`config.mk`:
```
export PLATFORM = sky130hd
export DESIGN_NAME = gb_mcycle_sequencer
export DESIGN_NICKNAME = d
export VERILOG_FILES = /design/src/rtl/gb_mcycle_sequencer.sv
export SDC_FILE = /design/constraint.sdc
export NUM_CORES = 1
export LEC_CHECK = 0
export ABC_AREA = 1
export CORE_MARGIN = 10
export CORE_UTILIZATION = 38
export CTS_CLUSTER_DIAMETER = 50
export CTS_CLUSTER_SIZE = 10
export DETAILED_ROUTE_END_ITERATION = 10
export PLACE_DENSITY = 0.86
export SETUP_SLACK_MARGIN = 0.3
export SLEW_MARGIN = 10
export SYNTH_ARGS = -nofsm -noshare
export SYNTH_HDL_FRONTEND = slang
export SYNTH_SLANG_ARGS = --single-unit
```
`constraint.sdc`:
```
create_clock -name clk -period 3.1 [get_ports clk]
set_clock_uncertainty 0.1 [all_clocks]
set_input_delay 0.775 -clock clk [delete_from_list [all_inputs] [get_ports clk]]
set_output_delay 0.775 -clock clk [all_outputs]
set_load 0.01 [all_outputs]
```
`src/rtl/gb_mcycle_sequencer.sv`:
```
// gb_mcycle_sequencer: T-state/M-cycle timing and strobes for the GameBuddy CPU core.
// Define GB_MEM_WAIT_EN to build the WAIT state that lets mem_wait stretch T2.
module gb_mcycle_sequencer #(
  parameter int MAX_MCYCLES = 6,
  parameter int MCW = 3
) (
  input  logic           clk,
  input  logic           rst,
  input  logic           mc_last,
  input  logic           mc_mem_rd,
  input  logic           mc_mem_wr,
  input  logic [2:0]     mc_addr_sel,
  input  logic           mc_inc_pc,
  input  logic           mc_wr_en,
  input  logic           mc_wr_flags,
  input  logic           mem_wait,
  input  logic           halt_req,
  input  logic           wake,
  output logic [1:0]     t_state,
  output logic [MCW-1:0] m_cycle,
  output logic           m1t1,
  output logic           writeback,
  output logic           rf_wr_en,
  output logic           rf_wr_en_flags,
  output logic           rf_rd_en,
  output logic           drive_addr,
  output logic [2:0]     mem_addr_sel,
  output logic           mem_rd,
  output logic           mem_wr,
  output logic           inc_pc,
  output logic           halted,
  output logic           seq_error
);
  localparam logic [1:0] RUN = 2'd0;
  localparam logic [1:0] HALT = 2'd2;
`ifdef GB_MEM_WAIT_EN
  localparam logic [1:0] WAIT = 2'd1;
`else
  logic unused_mem_wait;
  assign unused_mem_wait = mem_wait;
`endif
  localparam logic [MCW-1:0] LAST_MC = MCW'(MAX_MCYCLES - 1);
  logic [1:0] state, t;
  logic [MCW-1:0] m;
  logic act, m1, t4, t23, mem_cyc;
  always_ff @(posedge clk) begin
    if (rst) begin
      state <= RUN;
      t <= 2'd0;
      m <= '0;
    end else if (state == HALT) begin
      if (wake) state <= RUN;
    end
`ifdef GB_MEM_WAIT_EN
    else if (state == WAIT) begin
      if (!mem_wait) begin
        state <= RUN;
        t <= 2'd2;
      end
    end else if (t == 2'd1 && mem_wait) begin
      state <= WAIT;
    end
`endif
    else begin
      t <= t + 2'd1;
      if (t == 2'd3) begin
        m <= (mc_last || m == LAST_MC) ? '0 : m + 1'b1;
        if (halt_req && mc_last) state <= HALT;
      end
    end
  end
  // WAIT keeps t at T2, so the T2 decodes below hold their values through the stall
  assign act = !rst && state != HALT;
  assign m1 = m == '0;
  assign t4 = t == 2'd3;
  assign t23 = t == 2'd1 || t == 2'd2;
  assign mem_cyc = m1 || mc_mem_rd || mc_mem_wr;
  assign t_state = rst ? 2'd0 : t;
  assign m_cycle = rst ? '0 : m;
  assign m1t1 = act && m1 && t == 2'd0;
  assign writeback = act && t4;
  assign rf_wr_en = writeback && mc_wr_en;
  assign rf_wr_en_flags = writeback && mc_wr_flags;
  assign rf_rd_en = act && (t == 2'd2 || t4);
  assign drive_addr = act && !t4 && mem_cyc;
  assign mem_addr_sel = (act && !m1) ? mc_addr_sel : 3'b000;
  assign mem_rd = act && t23 && (m1 || (mc_mem_rd && !mc_mem_wr));
  assign mem_wr = act && t23 && !m1 && mc_mem_wr;
  assign inc_pc = act && t4 && !m1 && mc_inc_pc;
  assign halted = !rst && state == HALT;
  assign seq_error = writeback && m == LAST_MC && !mc_last;
endmodule

```
After elaboration in Yosys (flattened, before gate mapping)
Cells that the tools add are included.
{ "word_totals": {"ff_bits": 7, "out_inout_bits": 19, "word_cells": 59, "input_bits": 14} }
{ "op_classes": {"reduce_logical": 38, "eq_ne": 7, "n_bitwise": 1, "mux": 8, "n_addsub": 2} }
{ "op_table": {"columns": ["op", "count"], "rows": [
  ["1-bit logical AND", 21],
  ["2-bit two-way mux", 5],
  ["3-bit two-way mux", 3],
  ["2-bit equality test (second input constant)", 3],
  ["1-bit logical OR", 6],
  ["1-bit logical NOT", 5],
  ["2-bit inequality test (second input constant)", 2],
  ["2-bit nonzero test", 2],
  ["3-bit by 1-bit adder with 3-bit output (second input constant)", 1],
  ["3-bit equality test (second input constant)", 1],
  ["3-bit logical NOT", 1],
  ["3-bit AND reduction", 1],
  ["2-bit by 1-bit adder with 2-bit output (second input constant)", 1],
  ["2-bit by 1-bit equality test with 1-bit output (second input constant)", 1],
  ["2-bit logical NOT", 1],
  ["2-bit AND reduction", 1],
  ["1-bit NOT", 1]
]} }

Logic depth before layout (Yosys ltp)
{ "logic_depth": {"word_depth": 5, "depth_mapped": 7, "ltp_nobuf": 7} }

Least setup slack after synthesis
Ideal clock, no wire load.
{ "synth_timing": {"kind": "input-to-output", "from": "input port rst", "to": "output port inc_pc", "stages": 3, "required_ps": 2225, "setup_slack_ps": 1036, "t_arrival_ps": 1189, "n_path_buf": 0, "cell_sequence": "nor2_4 nand2_2 nor2_1"} }
{ "synth_via": {"elab_chain_cells": 5} }
{ "synth_rtl": {"columns": ["element", "line_no", "rtl"], "rows": [
  ["start: declaration", "8", "input logic rst,"],
  ["1-bit logical NOT", "73", "assign act = !rst && state != HALT;"],
  ["1-bit logical AND", "73", null],
  ["1-bit logical AND (3 in a row)", "89", "assign inc_pc = act && t4 && !m1 && mc_inc_pc;"],
  ["end: declaration", "30", "output logic inc_pc,"]
]} }
No other way between the ends.

Worst setup path after layout
{ "layout_timing": {"from": "input port rst", "to": "output port m_cycle[0]"} }
{ "layout_via": {"elab_chain_cells": 1} }
{ "layout_rtl": {"columns": ["element", "line_no", "rtl"], "rows": [
  ["3-bit two-way mux", "79", "assign m_cycle = rst ? '0 : m;"],
  ["end: declaration", "20", "output logic [MCW-1:0] m_cycle,"]
]} }
No other way between the ends.

==> results by group <==
Status
  • Status: complete, no violations

Pwr
  • Power Density: roughly 260 nW/µm²
  • Peak supply drop: between 150 and 200 µV
  • P_leak: between 0.5 and 0.6 nW

Floorplanning
  • Die area: 3250 µm²
  • Starting Density: 0.400
  • Number of top-level pins: 33
  • Die Wd: ~57 µm
  • Area of the core: around 1300 µm²
  • # rows: 13
  • Vert. Die Dim: roughly 57 µm

Setup path
  • Worst Setup SP: rst
  • Worst r2r src: t[1]
  • Critical Path AT: between 1.5 and 2 ns
  • WS Path Type: in -> out
  • Worst endpoint required time: between 2 and 2.5 ns
  • CP endpoint kind: primary output
  • Worst setup SP type: input pin
  • R2r setup slk: roughly 1.8 ns
  • Crit-path max FO: 6

Drt
  • Initial DRC count: 9
  • DRC viols: 0
  • Routed WL: 1770 µm
  • Routed vias: about 640
  • Drt via density: between 4 and 5
  • Pre-antenna DRT Iters: 4
  • Routed Antenna Nets: 0
  • Routed length per instance: around 12 µm

Synthesis
  • Synth Area per Inst: between 5 and 6 µm²
  • Top cells by area, synth: dfxtp_1, ha_1, nand2_1, nor2_1, inv_1
  • Synth async-reset ratio: 0
  • Number of flops mapped to enable cells by yosys: 0
  • Mapped Area: 520 µm²
  • Synthesized instance count: 87
  • Yosys Warn Count: 0
  • Netlist cell types: 15
  • Yosys reg bits: 6
  • Count leader, synth: nand2_1
  • Post-synth net total: about 110
  • Leading area contributor after synthesis: dfxtp_1
  • Dominant synthesized flop cell: dfxtp_1
  • Synth top area share: 0.231
  • Synth cell count leaders: nand2_1, nor2_1, inv_1
  • Sequential element share of the synthesized area: 0.231

Clocking
  • Hold_buf cts: 0
  • H-tree depth: 1
  • CTS tree: yes
  • Clock latency on the worst-skew pair: between 0.2 and 0.3 ns
  • Reg clk slew, reported paths: about 0.04 ns
  • Clock root buffer: clkbuf_4
  • TritonCTS buffer count: 3
  • Clock sinks: 6
  • CTS max path bufs: 2

STA
  • Post-layout min period: ~2.7 ns
  • Worst setup margin: between 0.3 and 0.4 ns
  • Max-slew violations: 0
  • Hold violation count in the final report: 0
  • Least-Margin Pin Slew: between 0.2 and 0.25 ns
  • RSZ-0062 raised after global routing: false
  • Slew headroom: 0.838
  • Final count of negative-setup-slack endpoints: 0
  • WHS: between 0.4 and 0.5 ns
  • Peak Freq: around 360 MHz
  • Setup TNS: 0 ns
  • Final Cycle Share: 0.885

Global routing
  • Overall Global Routing Usage: 0.117
  • M2 GR Usage: 0.211
  • GRT Max-Usage Layer: met2
  • Antenna violations before repair: 0
  • Met3 Use GR: 0.0354
  • Largest net degree at the start of global routing: 7
  • First-pass GRT wire length: approximately 3000 µm
  • Vias in the first global route: 679
  • GRT overflow: 0
  • Grt met1 use: 0.111

Finish
  • Fill cells: around 130
  • Multi-input gate area: 325 µm²
  • Share of layout cells above drive strength 1: 0.150
  • Inserted Diodes: 0
  • Area Growth Syn to Fin: 72.6%
  • Nets: 150
  • Post-route cell area: ~900 µm²
  • Sequential Area: around 120 µm²
  • Core Util, Final: 0.690

Placement
  • IO Port Bufs: 31
  • Post-detail-place hpwl: approximately 1500 µm
  • Worst setup slack after placement: -0.0315 ns
  • Routability-driven placement congestion ratio: approximately 0.8
  • Placed inst area: 865 µm²

Min path
  • Hold Startpoint: m[1]
  • Hold crit path type: reg -> reg

Run
  • Max-cap check violation count: 0
[sequential cells by signal, summed over array words and instances, names as in the netlist]
| signal | flops |
|---|---|
| m | 3 |
| state | 1 |
| t | 2 |
[worst max-delay path, cell delays in order]
cell and delay (ns):
dlygate4sd2_1 0.28, buf_4 0.17, nor2_1 0.10, clkdlybuf4s50_1 0.54
[layout make-up]
type / instances / share of cell area
Sequential cell: 6 / 0.134
Tap cell: 15 / 0.0209
Multi-Input combinational cell: 61 / 0.362
Clock buffer: 3 / 0.0251
Inverter: 20 / 0.0836
Timing Repair Buffer: 37 / 0.375
[path summary, 6_finish.rpt]
kind	endpoint	depth (start not counted)
setup / recovery	m_cycle[0]	4
hold / removal	m[1]	4
setup reg to reg	m[2]	6
hold reg to reg	m[1]	4
[per-stage QoR]
step           power [W]  instances
2_1_floorplan   0.000121         87
6_report        0.000238        142
4_1_cts         0.000242        142
3_5_place_dp    0.000167        135
5_1_grt         0.000257        142
3_3_place_gp    0.000164        135
[cells in the final DEF, fill, tap and decap left out, types with 3 or more instances in the layout]
cell type	count
buf_4	6
clkbuf_4	3
dlygate4sd2_1	10
inv_1	18
nand2_1	21
dfxtp_1	6
nand3_1	3
clkdlybuf4s50_1	16
ha_1	7
nor2_1	19
[power breakdown]
part	internal, W	switching [W]
Combinational	0.0000403	0.0000390
Clock	0.0000439	0.0000296
Sequential	0.0000813	0.00000387
Total	0.000165	0.0000724
[logic make-up after synthesis]
| group | Yosys count | synth area share |
|---|---|---|
| fa+ha+maj | 7 | 0.168 |
| flops | 6 | 0.231 |
| compound gates | 5 | 0.0505 |
| buf+inv | 20 | 0.144 |
| simple gates | 49 | 0.406 |
[timing repair]
action	in CTS	in global routing
endpoints found under the hold margin	0	0
setup endpoints to repair	19	5
pin swaps	1	1
setup buffers	4	0
gates resized for setup	17	5
[layer usage]
metal,wire length (µm),vias to the layer above
met5,0,-
met1,693,282
met4,42,0
li1,-,339
met2,935,18
met3,93,4
Power figures use the tool's default switching activity.
==> RTL edit 1: new RTL, same flow settings <==
Change the parameter `MCW` from 3 to 6.
--- a/src/rtl/gb_mcycle_sequencer.sv
+++ b/src/rtl/gb_mcycle_sequencer.sv
@@ -4,3 +4,3 @@
   parameter int MAX_MCYCLES = 6,
-  parameter int MCW = 3
+  parameter int MCW = 6
 ) (
Interface: changed (resized m_cycle); port bits go from 33 to 36. No check against the original RTL was run, so the function may have changed too.
==> RTL edit 1 against the unedited design <==
  * Fmax shrank 0.47%
  * Sequential cell count rose by 3
  * Non-clock buffer count did not move
  * Clock power rose by 22%
  * Die area grew 17%
  * Area after synthesis up 27%
  * Setup slack lost 0.013 ns
  * Synthesized cell count up 26%
  * Design area is 19% higher
  * Count of clock-buffer cells in the layout is 1 higher
  * Routed wire length is 20% higher
  * Power increased by 21%
  * Critical endpoint is now t_state[0]
  * Largest power group unchanged
==> RTL edit 1: results <==
metrics = {
    "place": {
        "place.gp.congestion": 0.815,
        "port_buffers": 34,
        "hpwl_um": 1710,
    },
    "clocking": {
        "path_clk_slew_ns": 0.06,
    },
    "final_layout": {
        "top_regs": "m x6, t x2, state x1",
        "fill_cells": 153,
        "final_nets": 171,
    },
    "yosys": {
        "ys_seq_area_share_pct": 27.2,
        "synth_area_leaders": "dfxtp_1 (27%), nor2_1 (14%), nand2_1 (13%)",
        "ys_top_cells_by_count": "nor2_1 (25), nand2_1 (23), inv_1 (22), dfxtp_1 (9)",
        "yosysUniqueCellTypes": 17,
    },
    "run_status": {
        "status": "finished clean",
    },
    "global_route": {
        "grt_pass1_vias": 745,
        "grt_util_all_layers_pct": 10.4,
        "grt_max_degree": 11,
        "grt_pass1_wl_um": 3010,
    },
    "worst_hold_path": {
        "worstHoldStart": "m[5]",
        "min_to": "m[5]",
    },
    "sta": {
        "finalCritPeriodShare_pct": 88.9,
    },
    "drt": {
        "dr.first_iter.drc_count": 20,
        "avgViaCountPerCell": 4.77,
    },
    "setup_path": {
        "critical_path.slowest_cell": "clkdlybuf4s50_1",
        "r2r_setup_slack_ns": 1.75,
        "r2r-end": "m[5]",
    },
    "pwr": {
        "peakVddDrop_mv": 0.169,
        "p_leak_nw": 0.634,
    },
}
==> RTL edit 1: cell types whose count changed after synthesis, moves of 2 or more <==
cell     change
nor2_1       +6
inv_1        +4
o21ai_0      +4
dfxtp_1      +3
nand2_1      +2
nand4_1      +2
==> RTL edit 1: timing repair <==
item                       in CTS  in global routing
buffers inserted                1                  0
pin swaps                       1                  0
resized for setup              16                  5
setup endpoints to repair      22                  5
==> RTL edit 1: worst max-delay path by stage <==
stage / startpoint / end / depth (start not counted)
after global routing: rst / t_state[0] / 4
final: rst / t_state[0] / 4
after floorplan: rst / seq_error / 3
after detailed placement: rst / seq_error / 5
after global placement: rst / seq_error / 5
after CTS: rst / m_cycle[2] / 4
==> RTL edit 1: tightest hold or removal path, cell delays in order (launching register included) <==
cell and delay (ns):
dfxtp_1 0.32, nand3_1 0.08, nand2_1 0.05, nor2_1 0.07
==> RTL edit 1: metal layers <==
metal	wire length, um	GRT usage (%)
met5	0	0
met2	975	17.7
met1	864	9.84
met3	261	4.47
met4	25	7.64
==> RTL edit 1: area by class of cell <==
cell class | count | area [sq um] | share of cell area (%)
multi-input combinational | 77 | 395 | 37.1
timing repair buffer | 37 | 357 | 33.5
sequential | 9 | 180 | 16.9
inverter | 23 | 86.3 | 8.10
clock buffer | 4 | 26.3 | 2.46
tap | 17 | 21.3 | 2.00
==> RTL edit 1: logic make-up (layout without fill, tap and decap cells) <==
logic type | Yosys count | after routing | synth area share (%)
buffers and inverters | 24 | 64 | 13.8
AOI/OAI and AO/OA | 10 | 10 | 7.94
xor gates and xnor gates | 1 | 1 | 1.32
and+or+nand+nor | 60 | 60 | 38.4
adders and majority gates | 6 | 6 | 11.3
DFF | 9 | 9 | 27.2
==> RTL edit 1: power breakdown <==
group          internal [mW]  total [mW]  switching [mW]
logic                 0.0371      0.0745          0.0375
clock network         0.0495      0.0897          0.0402
registers              0.120       0.123         0.00329
total                  0.206       0.287          0.0810
==> RTL edit 1: per-stage QoR <==
step / std cells / util (%) / power (mW) / hold slack [ns] / instance area (sq um)
2_1_floorplan: 110 / - / 0.159 / 0.405 / 662
3_3_place_gp: 162 / 61.2 / 0.201 / 0.429 / 1030
3_5_place_dp: 162 / 61.2 / 0.204 / 0.436 / 1030
4_1_cts: 167 / 62.4 / 0.293 / 0.452 / 1050
5_1_grt: 167 / 63.1 / 0.306 / 0.478 / 1070
6_report: 167 / 63.1 / 0.287 / 0.451 / 1070
==> RTL edit 2: new RTL, same settings <==
Made on the original files. Make the reset (`rst`) asynchronous in one clocked block.
--- a/src/rtl/gb_mcycle_sequencer.sv
+++ b/src/rtl/gb_mcycle_sequencer.sv
@@ -45,3 +45,3 @@
   logic act, m1, t4, t23, mem_cyc;
-  always_ff @(posedge clk) begin
+  always_ff @(posedge clk or posedge rst) begin
     if (rst) begin
Formal check against the unedited RTL: same outputs for any inputs over 10 cycles, from zero or initial values and one cycle with rst high; that may be too few to reach the edited logic, so the function may still have changed.
==> RTL edit 2 against the unedited design <==
  * Design area grew 3.8%
  * Non-clock buffer count down 2
  * Routed wire length decreased by 4.6%
  * Setup slack worse by 0.015 ns
  * Highest routed layer unchanged
  * Sequential cell count did not move
  * Area after synthesis rose by 6.7%
Power is not compared: it rests on default switching activity, and its combinational part moved more than twofold at a synthesized area within 25%.
==> RTL edit 2: results <==
metrics = {
    "drt": {
        "wl_per_cell_um": 12.4,
        "first_pass_iters": 4,
        "dr.first_iter.drc_count": 10,
        "avgViaCountPerCell": 4.48,
    },
    "sta": {
        "hold_ws_ns": 0.425,
        "worst_slew_pin_slew_ns": 0.282,
    },
    "worst_hold_path": {
        "min_path_cells": 2,
        "min_to": "m[1]",
        "worstHoldStart": "m[1]",
        "min-delay-path-class": "flop to flop",
    },
    "clocking": {
        "cts_made_buffers": 3,
        "cts_buffer_depth": 2,
        "htree_levels": 1,
        "path_clk_slew_ns": 0.04,
        "cts-root-buf": "clkbuf_4",
        "worstSkewPairLatency_ns": 0.24,
    },
    "pwr": {
        "p_leak_nw": 0.617,
        "peakVddDrop_mv": 0.446,
    },
    "final_layout": {
        "top_regs": "m x3, t x2, state x1",
        "drive_above_1_share_pct": 12.4,
        "fill_cells": 120,
        "final_nets": 144,
        "n_antenna_cell": 0,
    },
    "run_status": {
        "status": "finished clean",
    },
    "global_route": {
        "grt_util_all_layers_pct": 9.91,
        "antenna_found_initial": 0,
        "grt_pass1_wl_um": 2650,
        "grt_pass1_vias": 609,
    },
    "setup_path": {
        "reg2reg_depth": 6,
        "critPathLaunch": "rst",
        "r2r-end": "m[0]",
        "r2r_start": "t[1]",
        "arrival_ns": 1.88,
        "cp_max_fo": 4,
        "r2r_setup_slack_ns": 1.81,
    },
    "yosys": {
        "ys_seq_area_share_pct": 27.0,
        "yosysUniqueCellTypes": 18,
        "yosys_warnings": 0,
        "syn_nets": 105,
        "ys_top_cells_by_count": "inv_1 (19), nor2_1 (18), nand2_1 (16), ha_1 (7), dfrtp_1 (6)",
        "synth_area_leaders": "dfrtp_1 (27%), ha_1 (16%), inv_1 (13%)",
        "synthArstFlopShare_pct": 100,
    },
    "place": {
        "port_buffers": 31,
        "place.gp.congestion": 0.771,
        "hpwl_um": 1420,
        "place_area_sq_um": 902,
    },
}
## RTL edit 2: cell types whose count changed in the layout (fill, tap and decap cells not counted), moves of 2 or more
cell / delta
o21ai_1: +4
nand2_1: -5
clkdlybuf4s50_1: -3
dlygate4sd2_1: +2
dlymetal6s2s_1: +5
dfxtp_1: -6
buf_4: -2
dfrtp_1: +6
clkbuf_2: -2
nand3_1: -2
a21oi_1: -2
## RTL edit 2: layout make-up
| class | count | area share [%] |
|---|---|---|
| inverter | 21 | 8.46 |
| timing repair buffer | 35 | 36.5 |
| multi-input combinational | 56 | 34.5 |
| clock buffer | 3 | 2.42 |
| tap | 15 | 2.01 |
| sequential | 6 | 16.1 |
## RTL edit 2: power by group
group	switching [mW]	total (mW)	internal [mW]
Sequential	0.0376	0.146	0.109
Clock	0.0260	0.0696	0.0436
Combinational	0.205	0.370	0.165
## RTL edit 2: cells by family after synthesis
logic type,Yosys count,share of synthesized area [%]
compound gates,6,5.86
xor+xnor,1,1.58
fa+ha+maj,7,15.8
buf+inv,22,15.1
flops,6,27.0
simple gates,42,34.7
## RTL edit 2: how the worst max path moves through the flow
| stage | to | depth (start not counted) |
|---|---|---|
| 3_5_place_dp | mem_addr_sel[0] | 5 |
| 5_1_grt | mem_wr | 6 |
| 3_3_place_gp | mem_wr | 5 |
| 2_1_floorplan | drive_addr | 5 |
| 4_1_cts | mem_addr_sel[0] | 5 |
| 6_report | halted | 4 |
## RTL edit 2: stage by stage
stage / worst slack, ns / std cells / util, % / TNS, ns
after global routing: 0.275 / 136 / 69.9 / 0
after floorplan: 0.787 / 84 / - / 0
after detailed placement: -0.0449 / 132 / 67.6 / -0.115
final: 0.343 / 136 / 69.9 / 0
after CTS: 0.190 / 135 / 68.2 / 0
after global placement: -0.0267 / 132 / 67.6 / -0.0425
## RTL edit 2: what timing repair did
item,in CTS,in global routing
setup endpoints to repair,19,6
hold endpoints to repair,0,0
setup buffers,0,1
resized for setup,12,6
pin swaps,0,1
## RTL edit 2: layer usage
layer | vias to the layer above | part of all wire [%] | global-route usage (%)
met2 | 25 | 46 | 15.3
met5 | - | 0 | 0
li1 | 319 | - | -
met4 | 0 | 3.6 | 8.05
met1 | 259 | 42 | 9.90
met3 | 6 | 8.0 | 4.79
## RTL edit 2: critical path: stages
cell and delay, ns:
dlygate4sd2_1 0.30, buf_4 0.17, nor2_1 0.09, clkdlybuf4s50_1 0.54
